**config.mk**
```make
export PLATFORM = sky130hd
export DESIGN_NAME = seq_control_unit
export DESIGN_NICKNAME = d
export VERILOG_FILES = /design/src/rtl/seq_pkg.sv /design/src/rtl/seq_decoder.sv /design/src/rtl/seq_control_unit.sv
export SDC_FILE = /design/constraint.sdc
export NUM_CORES = 1
export LEC_CHECK = 0
export CAP_MARGIN = 10
export CORE_AREA = 2 2 79 81
export CTS_BUF_LIST = sky130_fd_sc_hd__clkbuf_4 sky130_fd_sc_hd__clkbuf_8 sky130_fd_sc_hd__clkbuf_16
export DETAILED_ROUTE_END_ITERATION = 6
export DIE_AREA = 0 0 81 83
export GPL_TIMING_DRIVEN = 0
export PLACE_DENSITY = 0.81
export SETUP_SLACK_MARGIN = 0.4
export SLEW_MARGIN = 15
export SYNTH_ARGS = -nofsm -noshare
export SYNTH_HDL_FRONTEND = slang
export SYNTH_SLANG_ARGS = --single-unit
```
**constraint.sdc**
```tcl
create_clock -name clk -period 2.9 [get_ports clk]
set_input_delay 0.58 -clock clk [delete_from_list [all_inputs] [get_ports clk]]
set_output_delay 0.58 -clock clk [all_outputs]
set_load 0.05 [all_outputs]
```
**src/rtl/seq_pkg.sv**
```systemverilog
// seq_pkg: shared definitions for the instruction sequencer.
//   state_t  - sequencer FSM states (STEP_WAIT exists only when the
//              SEQ_SINGLE_STEP_EN macro is defined)
//   CLS_*    - instruction class codes, instr[15:13]
//   SYS_*    - system-class sub-ops carried in the fs field
//   BS_*     - brancher select encodings
//   MD_*     - mux D select encodings
//   ctrl_t   - datapath control word registered at DECODE
package seq_pkg;

  typedef enum logic [2:0] {
    S_RESET,
    S_FETCH,
    S_DECODE,
    S_EXEC,
    S_MEM,
    S_WB,
    S_HALT
`ifdef SEQ_SINGLE_STEP_EN
    , S_STEP_WAIT
`endif
  } state_t;

  localparam logic [2:0] CLS_ALU_REG  = 3'b000;
  localparam logic [2:0] CLS_ALU_IMMZ = 3'b001;
  localparam logic [2:0] CLS_ALU_IMMS = 3'b010;
  localparam logic [2:0] CLS_LD       = 3'b011;
  localparam logic [2:0] CLS_ST       = 3'b100;
  localparam logic [2:0] CLS_IN       = 3'b101;
  localparam logic [2:0] CLS_BR       = 3'b110;
  localparam logic [2:0] CLS_SYS      = 3'b111;

  localparam logic [3:0] SYS_NOP = 4'b0000;
  localparam logic [3:0] SYS_HLT = 4'b0001;
  localparam logic [3:0] SYS_LPC = 4'b0010;

  localparam logic [1:0] BS_PC   = 2'b00;
  localparam logic [1:0] BS_COND = 2'b01;
  localparam logic [1:0] BS_JMP  = 2'b10;
  localparam logic [1:0] BS_BRA  = 2'b11;

  localparam logic [1:0] MD_ALU = 2'b00;
  localparam logic [1:0] MD_MEM = 2'b01;
  localparam logic [1:0] MD_IN  = 2'b10;

  localparam logic [3:0] FS_PASS_A = 4'b0000;

  typedef struct packed {
    logic [2:0] da;
    logic [2:0] aa;
    logic [2:0] ba;
    logic       ma;
    logic       mb;
    logic       cs;
    logic [1:0] md;
    logic [3:0] fs;
    logic [1:0] bs;
    logic       ps;
    logic [5:0] imm;
    logic       we;   // store (drives dmem_we)
    logic       wr;   // register write in EXEC
  } ctrl_t;

endpackage

```
**src/rtl/seq_decoder.sv**
```systemverilog
// seq_decoder: purely combinational decode of the instruction register.
//   ir      in   16  latched instruction word
//   ctrl    out  ctrl_t datapath control word for this instruction
//   mem_op  out  1   instruction needs the MEM state (LD or ST)
//   halt    out  1   HLT instruction
//   legal   out  1   0 for an undefined system sub-op
module seq_decoder
  import seq_pkg::*;
(
  input  logic [15:0] ir,
  output ctrl_t       ctrl,
  output logic        mem_op,
  output logic        halt,
  output logic        legal
);

  always_comb begin
    // NOTE: every output gets a default first so no path leaves one unassigned (no latches).
    ctrl   = '0;
    mem_op = 1'b0;
    halt   = 1'b0;
    legal  = 1'b1;
    ctrl.da = ir[8:6];
    ctrl.aa = ir[5:3];
    ctrl.ba = ir[2:0];
    ctrl.fs = ir[12:9];
    case (ir[15:13])
      CLS_ALU_REG: ctrl.wr = 1'b1;
      CLS_ALU_IMMZ: begin
        ctrl.mb  = 1'b1;
        ctrl.imm = ir[5:0];
        ctrl.wr  = 1'b1;
      end
      CLS_ALU_IMMS: begin
        ctrl.mb  = 1'b1;
        ctrl.cs  = 1'b1;
        ctrl.imm = ir[5:0];
        ctrl.wr  = 1'b1;
      end
      CLS_LD: begin
        ctrl.md = MD_MEM;
        mem_op  = 1'b1;
      end
      CLS_ST: begin
        ctrl.we = 1'b1;
        mem_op  = 1'b1;
      end
      CLS_IN: begin
        ctrl.md = MD_IN;
        ctrl.wr = 1'b1;
      end
      CLS_BR: begin
        // Branch offset is split around the SA field.
        ctrl.imm = {ir[8:6], ir[2:0]};
        case (ir[10:9])
          2'b00:   ctrl.bs = BS_COND;
          2'b01: begin
            ctrl.bs = BS_COND;
            ctrl.ps = 1'b1;
          end
          2'b10:   ctrl.bs = BS_JMP;
          default: ctrl.bs = BS_BRA;
        endcase
      end
      default: begin
        case (ir[12:9])
          SYS_NOP: ;
          SYS_HLT: halt = 1'b1;
          SYS_LPC: begin
            ctrl.ma = 1'b1;
            ctrl.fs = FS_PASS_A;
            ctrl.wr = 1'b1;
          end
          default: legal = 1'b0;
        endcase
      end
    endcase
  end

endmodule

```
**src/rtl/seq_control_unit.sv**
```systemverilog
// seq_control_unit: multi-cycle sequencer for the 8-bit datapath.
// Fetches over imem req/ack, owns pc / pc_prev, registers the decoded
// control word at DECODE and steps FETCH/DECODE/EXEC/MEM/WB/HALT.
// Optional feature: SEQ_SINGLE_STEP_EN adds the step port and a STEP_WAIT
// state that gates each new fetch on step=1.
// Ports:
//   clk, reset                 clock, synchronous active-high reset
//   imem_req/imem_ack/instr    instruction fetch handshake, address = pc
//   dmem_req/dmem_we/dmem_ack  data transfer handshake (we=1 store)
//   pc_next                    next PC from mux C, loaded on pc_load
//   pc, pc_prev                current PC, PC of the instruction in flight
//   da, aa, ba, ma, mb, cs, md, fs, bs, ps, imm   datapath control word
//   rw                         register-file write enable
//   halted, illegal            core stopped / stopped on illegal opcode
//   step                       single-step advance (macro builds only)
module seq_control_unit
  import seq_pkg::*;
#(
  parameter logic [7:0] RESET_PC = 8'h00
) (
  input  logic        clk,
  input  logic        reset,
  output logic        imem_req,
  input  logic        imem_ack,
  input  logic [15:0] instr,
  output logic        dmem_req,
  output logic        dmem_we,
  input  logic        dmem_ack,
  input  logic [7:0]  pc_next,
  output logic [7:0]  pc,
  output logic [7:0]  pc_prev,
  output logic [2:0]  da,
  output logic [2:0]  aa,
  output logic [2:0]  ba,
  output logic        ma,
  output logic        mb,
  output logic        cs,
  output logic [1:0]  md,
  output logic [3:0]  fs,
  output logic [1:0]  bs,
  output logic        ps,
  output logic        rw,
  output logic [5:0]  imm,
  output logic        halted,
  output logic        illegal
`ifdef SEQ_SINGLE_STEP_EN
  ,
  input  logic        step
`endif
);

`ifdef SEQ_SINGLE_STEP_EN
  localparam state_t S_DONE = S_STEP_WAIT;
`else
  localparam state_t S_DONE = S_FETCH;
`endif

  state_t      state, state_nxt;
  logic [15:0] ir;
  ctrl_t       ctrl_q, dec_ctrl;
  logic        dec_mem, dec_halt, dec_legal;
  logic        pc_load;

  seq_decoder u_dec (
    .ir    (ir),
    .ctrl  (dec_ctrl),
    .mem_op(dec_mem),
    .halt  (dec_halt),
    .legal (dec_legal)
  );

  always_comb begin
    state_nxt = state;
    imem_req  = 1'b0;
    dmem_req  = 1'b0;
    rw        = 1'b0;
    pc_load   = 1'b0;
    case (state)
      S_RESET: state_nxt = S_FETCH;
      S_FETCH: begin
        imem_req = 1'b1;
        if (imem_ack) state_nxt = S_DECODE;
      end
      S_DECODE: begin
        if (dec_halt || !dec_legal) state_nxt = S_HALT;
        else if (dec_mem)           state_nxt = S_MEM;
        else                        state_nxt = S_EXEC;
      end
      S_EXEC: begin
        rw        = ctrl_q.wr;
        pc_load   = 1'b1;
        state_nxt = S_DONE;
      end
      S_MEM: begin
        dmem_req = 1'b1;
        if (dmem_ack) begin
          if (ctrl_q.we) begin
            pc_load   = 1'b1;
            state_nxt = S_DONE;
          end else begin
            state_nxt = S_WB;
          end
        end
      end
      S_WB: begin
        rw        = 1'b1;
        pc_load   = 1'b1;
        state_nxt = S_DONE;
      end
`ifdef SEQ_SINGLE_STEP_EN
      S_STEP_WAIT: if (step) state_nxt = S_FETCH;
`endif
      S_HALT:  state_nxt = S_HALT;
      default: state_nxt = S_RESET;
    endcase
  end

  always_ff @(posedge clk) begin
    // NOTE: non-blocking assignments so every register samples pre-edge values.
    if (reset) begin
      state   <= S_RESET;
      pc      <= RESET_PC;
      pc_prev <= '0;
      // NOTE: ir is reset too, so the decoder never sees an unknown word.
      ir      <= '0;
      ctrl_q  <= '0;
      illegal <= 1'b0;
    end else begin
      state <= state_nxt;
      if (state == S_FETCH && imem_ack) begin
        ir      <= instr;
        pc_prev <= pc;
      end
      if (state == S_DECODE) begin
        ctrl_q  <= dec_ctrl;
        illegal <= !dec_legal;
      end
      if (pc_load) pc <= pc_next;
    end
  end

  assign halted  = (state == S_HALT);
  assign dmem_we = ctrl_q.we;
  assign da      = ctrl_q.da;
  assign aa      = ctrl_q.aa;
  assign ba      = ctrl_q.ba;
  assign ma      = ctrl_q.ma;
  assign mb      = ctrl_q.mb;
  assign cs      = ctrl_q.cs;
  assign md      = ctrl_q.md;
  assign fs      = ctrl_q.fs;
  assign bs      = ctrl_q.bs;
  assign ps      = ctrl_q.ps;
  assign imm     = ctrl_q.imm;

endmodule

```
==> reports/metrics.yaml <==
finClkSkew_ns: 0.00705
avgSynthCellArea_um2: 8.34
hp-class: "reg -> reg"
numClockSinks: 65
netlist_area_mm2: 0.00285
grt_max_degree: 11
timing.rr.start: "ir[9]"
dieWidth_um: 81
crit_chain: "buf_2 > nand2b_1 > o21ai_0 > and2_1 > dlygate4sd2_1"
cts_tree: "built"
nFillCells: 508
share_seq_of_total_power_pct: 50.7
p_per_area_mw_per_mm2: 477
p_leak_nw: 1.45
wl_per_cell_um: 13.6
status: "complete, no violations"
syn-num-nets: 370
holdPathEnd: "illegal"
cts_root_buffer: "clkbuf_8"
max_slew_margin_pct: 65.2
p_sw_w: 0.000454
cp_max_fo: 10
finalHoldViolCount: 0
fin_setup_tns_ns: 0
die-area_mm2: 0.00672
p_sw_share_pct: 24.7
clk_latency_ns: 0.33
io_buffer_count: 75
drive_above_1_share_pct: 14.0
worst_slew_pin_slew_ns: 0.520
timing_worst_setup_path_type: "reg -> out"
clkPwrFrac_pct: 37.2
synth_ff_type: "dfxtp_1"
numCtsBuffers: 9
detailed_place_hpwl_mm: 5.00
drv_slew: 0
routabilityCongestion: 0.867
seq_area_frac_synth_pct: 45.6
reg2reg_to: "fs[1]"
ys_types: 40
vias_per_cell: 5.13
yosysWarnings: 0
min_path_cells: 2
gr-total-overflow: 0
firstDrtPassIters: 4
syn-instance-count: 342
grt_pass1_wl_mm: 11.4
cp_data_arrival_time_ns: 1.73
r2r_slack_ns: 1.42
drc_errors: 0
cp.required_ns: 2.32
vias: 2592
setup_ws_ns: 0.589
die_h_um: 83
cts_buffer_depth: 2
worst_setup_path_start_kind: "flop"
place_ws_ns: 0.686
grt_usage_pct: 21.8
rows: 28
setup_viol: 0
io-pin-count: 77
antenna_cells: 0
first_global_vias: 2500
drtIter0Drc: 130
regArea_mm2: 0.00130
p_int_w: 0.00139
ant_nets: 0
antenna_found_initial: 0
ys_ff_latch: 65
r2r_cells: 3
max_stage_delay_ns: 0.52
final_nets: 456
period_needed_ns: 2.31
ir_worst_vdd_uv: 293
totalWireLength_mm: 6.87
max_cap_viol_count: 0
core_mm2: 0.00582
area_delta_synth_final_pct: 35.5
async_reset_ff_share_pct: 0
fmax_ghz: 0.433
rsz0062_at_grt: "false"
ctsHoldBuffers: 0
finalCritPeriodShare_pct: 79.7
p_comb_share_pct: 12.2
htree_levels: 3
path_clk_slew_ns: 0.07
synth_enable_flop_cells: 0
cp_slowest_cell: "dlygate4sd2_1"
start_util_pct: 49.1
min-delay-start: "illegal"
multi_input_area_mm2: 0.00122
end_kind: "output pin"
## layer usage
layer	global-route usage [%]	share of wire [%]	up-vias
met1	27.4	44	1201
met3	5.33	6.7	18
li1	-	-	1290
met2	33.7	47	83
met4	12.2	2.9	0
met5	0	0	-
## Yosys cell counts (all sizes together), types with 2 or more instances
cell type,number,area (µm²)
nand3,4,20.0
mux2i,8,80.1
nand2b,18,113
a21oi,54,274
nor2,5,18.8
and3b,2,17.5
a32oi,3,26.3
o211ai,5,37.5
nand2,93,349
buf,42,293
inv,2,7.51
nand4,2,12.5
o21ai,2,10.0
dfxtp,65,1300
nand4b,2,17.5
nor3b,6,56.3
a211oi,3,27.5
clkbuf,9,33.8
and2,2,12.5
## critical path, delay by kind of cell, from the launching register on
kind                   cells  cell delay [ns]
buffers and inverters      2             0.76
flip-flops                 1             0.36
AND/OR/NAND/NOR            2             0.22
AO/OA/AOI/OAI              1             0.07
## layout make-up
type,instances,share of cell area (%)
well taps,75,2.43
repair buffers,75,19.3
flip-flops and latches,65,33.7
multi-input cells,224,31.5
inverters,2,0.194
plain buffers,51,8.45
clock buffers,13,4.47
## repair_timing
item / CTS / global route
setup buffers: 0 / 0
gates resized for setup: 4 / 0
endpoints found under the setup margin: 4 / 0
## worst max path at each step
stage	start	endpoint	slack, ns	cells past startpoint
5_1_grt	state[2]	rw	0.47	5
3_5_place_dp	state[2]	rw	0.69	5
3_3_place_gp	state[2]	rw	0.70	5
6_report	state[2]	rw	0.59	5
2_1_floorplan	state[2]	dmem_req	0.63	2
4_1_cts	state[2]	rw	0.59	5
## power by group through the flow
stage	clock (W)	combinational [W]	sequential (W)
detailed placement	0	0.000224	0.000952
CTS	0.000693	0.000224	0.000933
finish	0.000685	0.000224	0.000933
global route	0.000728	0.000242	0.000936
global placement	0	0.000221	0.000952
floorplan	0	0.000129	0.000961
## flip-flops by register name (all words and copies together), names as in the netlist
name and count:
ps 1, ctrl_q 1, fs 4, illegal 1, mb 1, pc 8, bs 2, ba 3
da 3, aa 3, ir 16, imm 6, dmem_we 1, md 2, cs 1, state 3
ma 1, pc_prev 8
## per-stage QoR
stage	total power [W]	util, %	std cells	hold slack (ns)	instance area (µm²)
global route	0.00191	66.5	505	0.465	3860
finish	0.00184	66.5	505	0.453	3860
global placement	0.00117	63.6	492	0.442	3700
floorplan	0.00109	-	342	0.432	2850
detailed placement	0.00118	63.6	492	0.445	3700
CTS	0.00185	66.5	505	0.454	3860
## cell families after synthesis
logic type	Yosys count	share of synthesized area, %
compound gates	74	15.5
xor+xnor	1	0.307
buf+inv	53	11.7
flops	65	45.6
mux	8	2.81
simple gates	141	24.0
## layout by cell type (no fill, tap or decap), types with 2 or more instances in the layout
master / Yosys / layout
o21ai_0: 2 / 2
and2_1: 2 / 2
nand4_1: 2 / 2
buf_4: 29 / 29
dfxtp_1: 65 / 65
and3b_1: 2 / 2
nand2b_1: 18 / 18
clkdlybuf4s50_1: 0 / 71
dlygate4sd2_1: 0 / 4
a21oi_1: 53 / 53
mux2i_1: 8 / 8
nand2_1: 93 / 93
inv_1: 2 / 2
buf_2: 9 / 9
a32oi_1: 3 / 3
nand3_1: 4 / 4
buf_1: 2 / 2
o211ai_1: 5 / 5
clkbuf_1: 9 / 9
clkbuf_8: 0 / 12
buf_6: 2 / 2
a211oi_1: 2 / 2
nor2_1: 5 / 5
nor3b_1: 5 / 5
nand4b_1: 2 / 2
No activity file was read; power rests on OpenSTA's default activity.
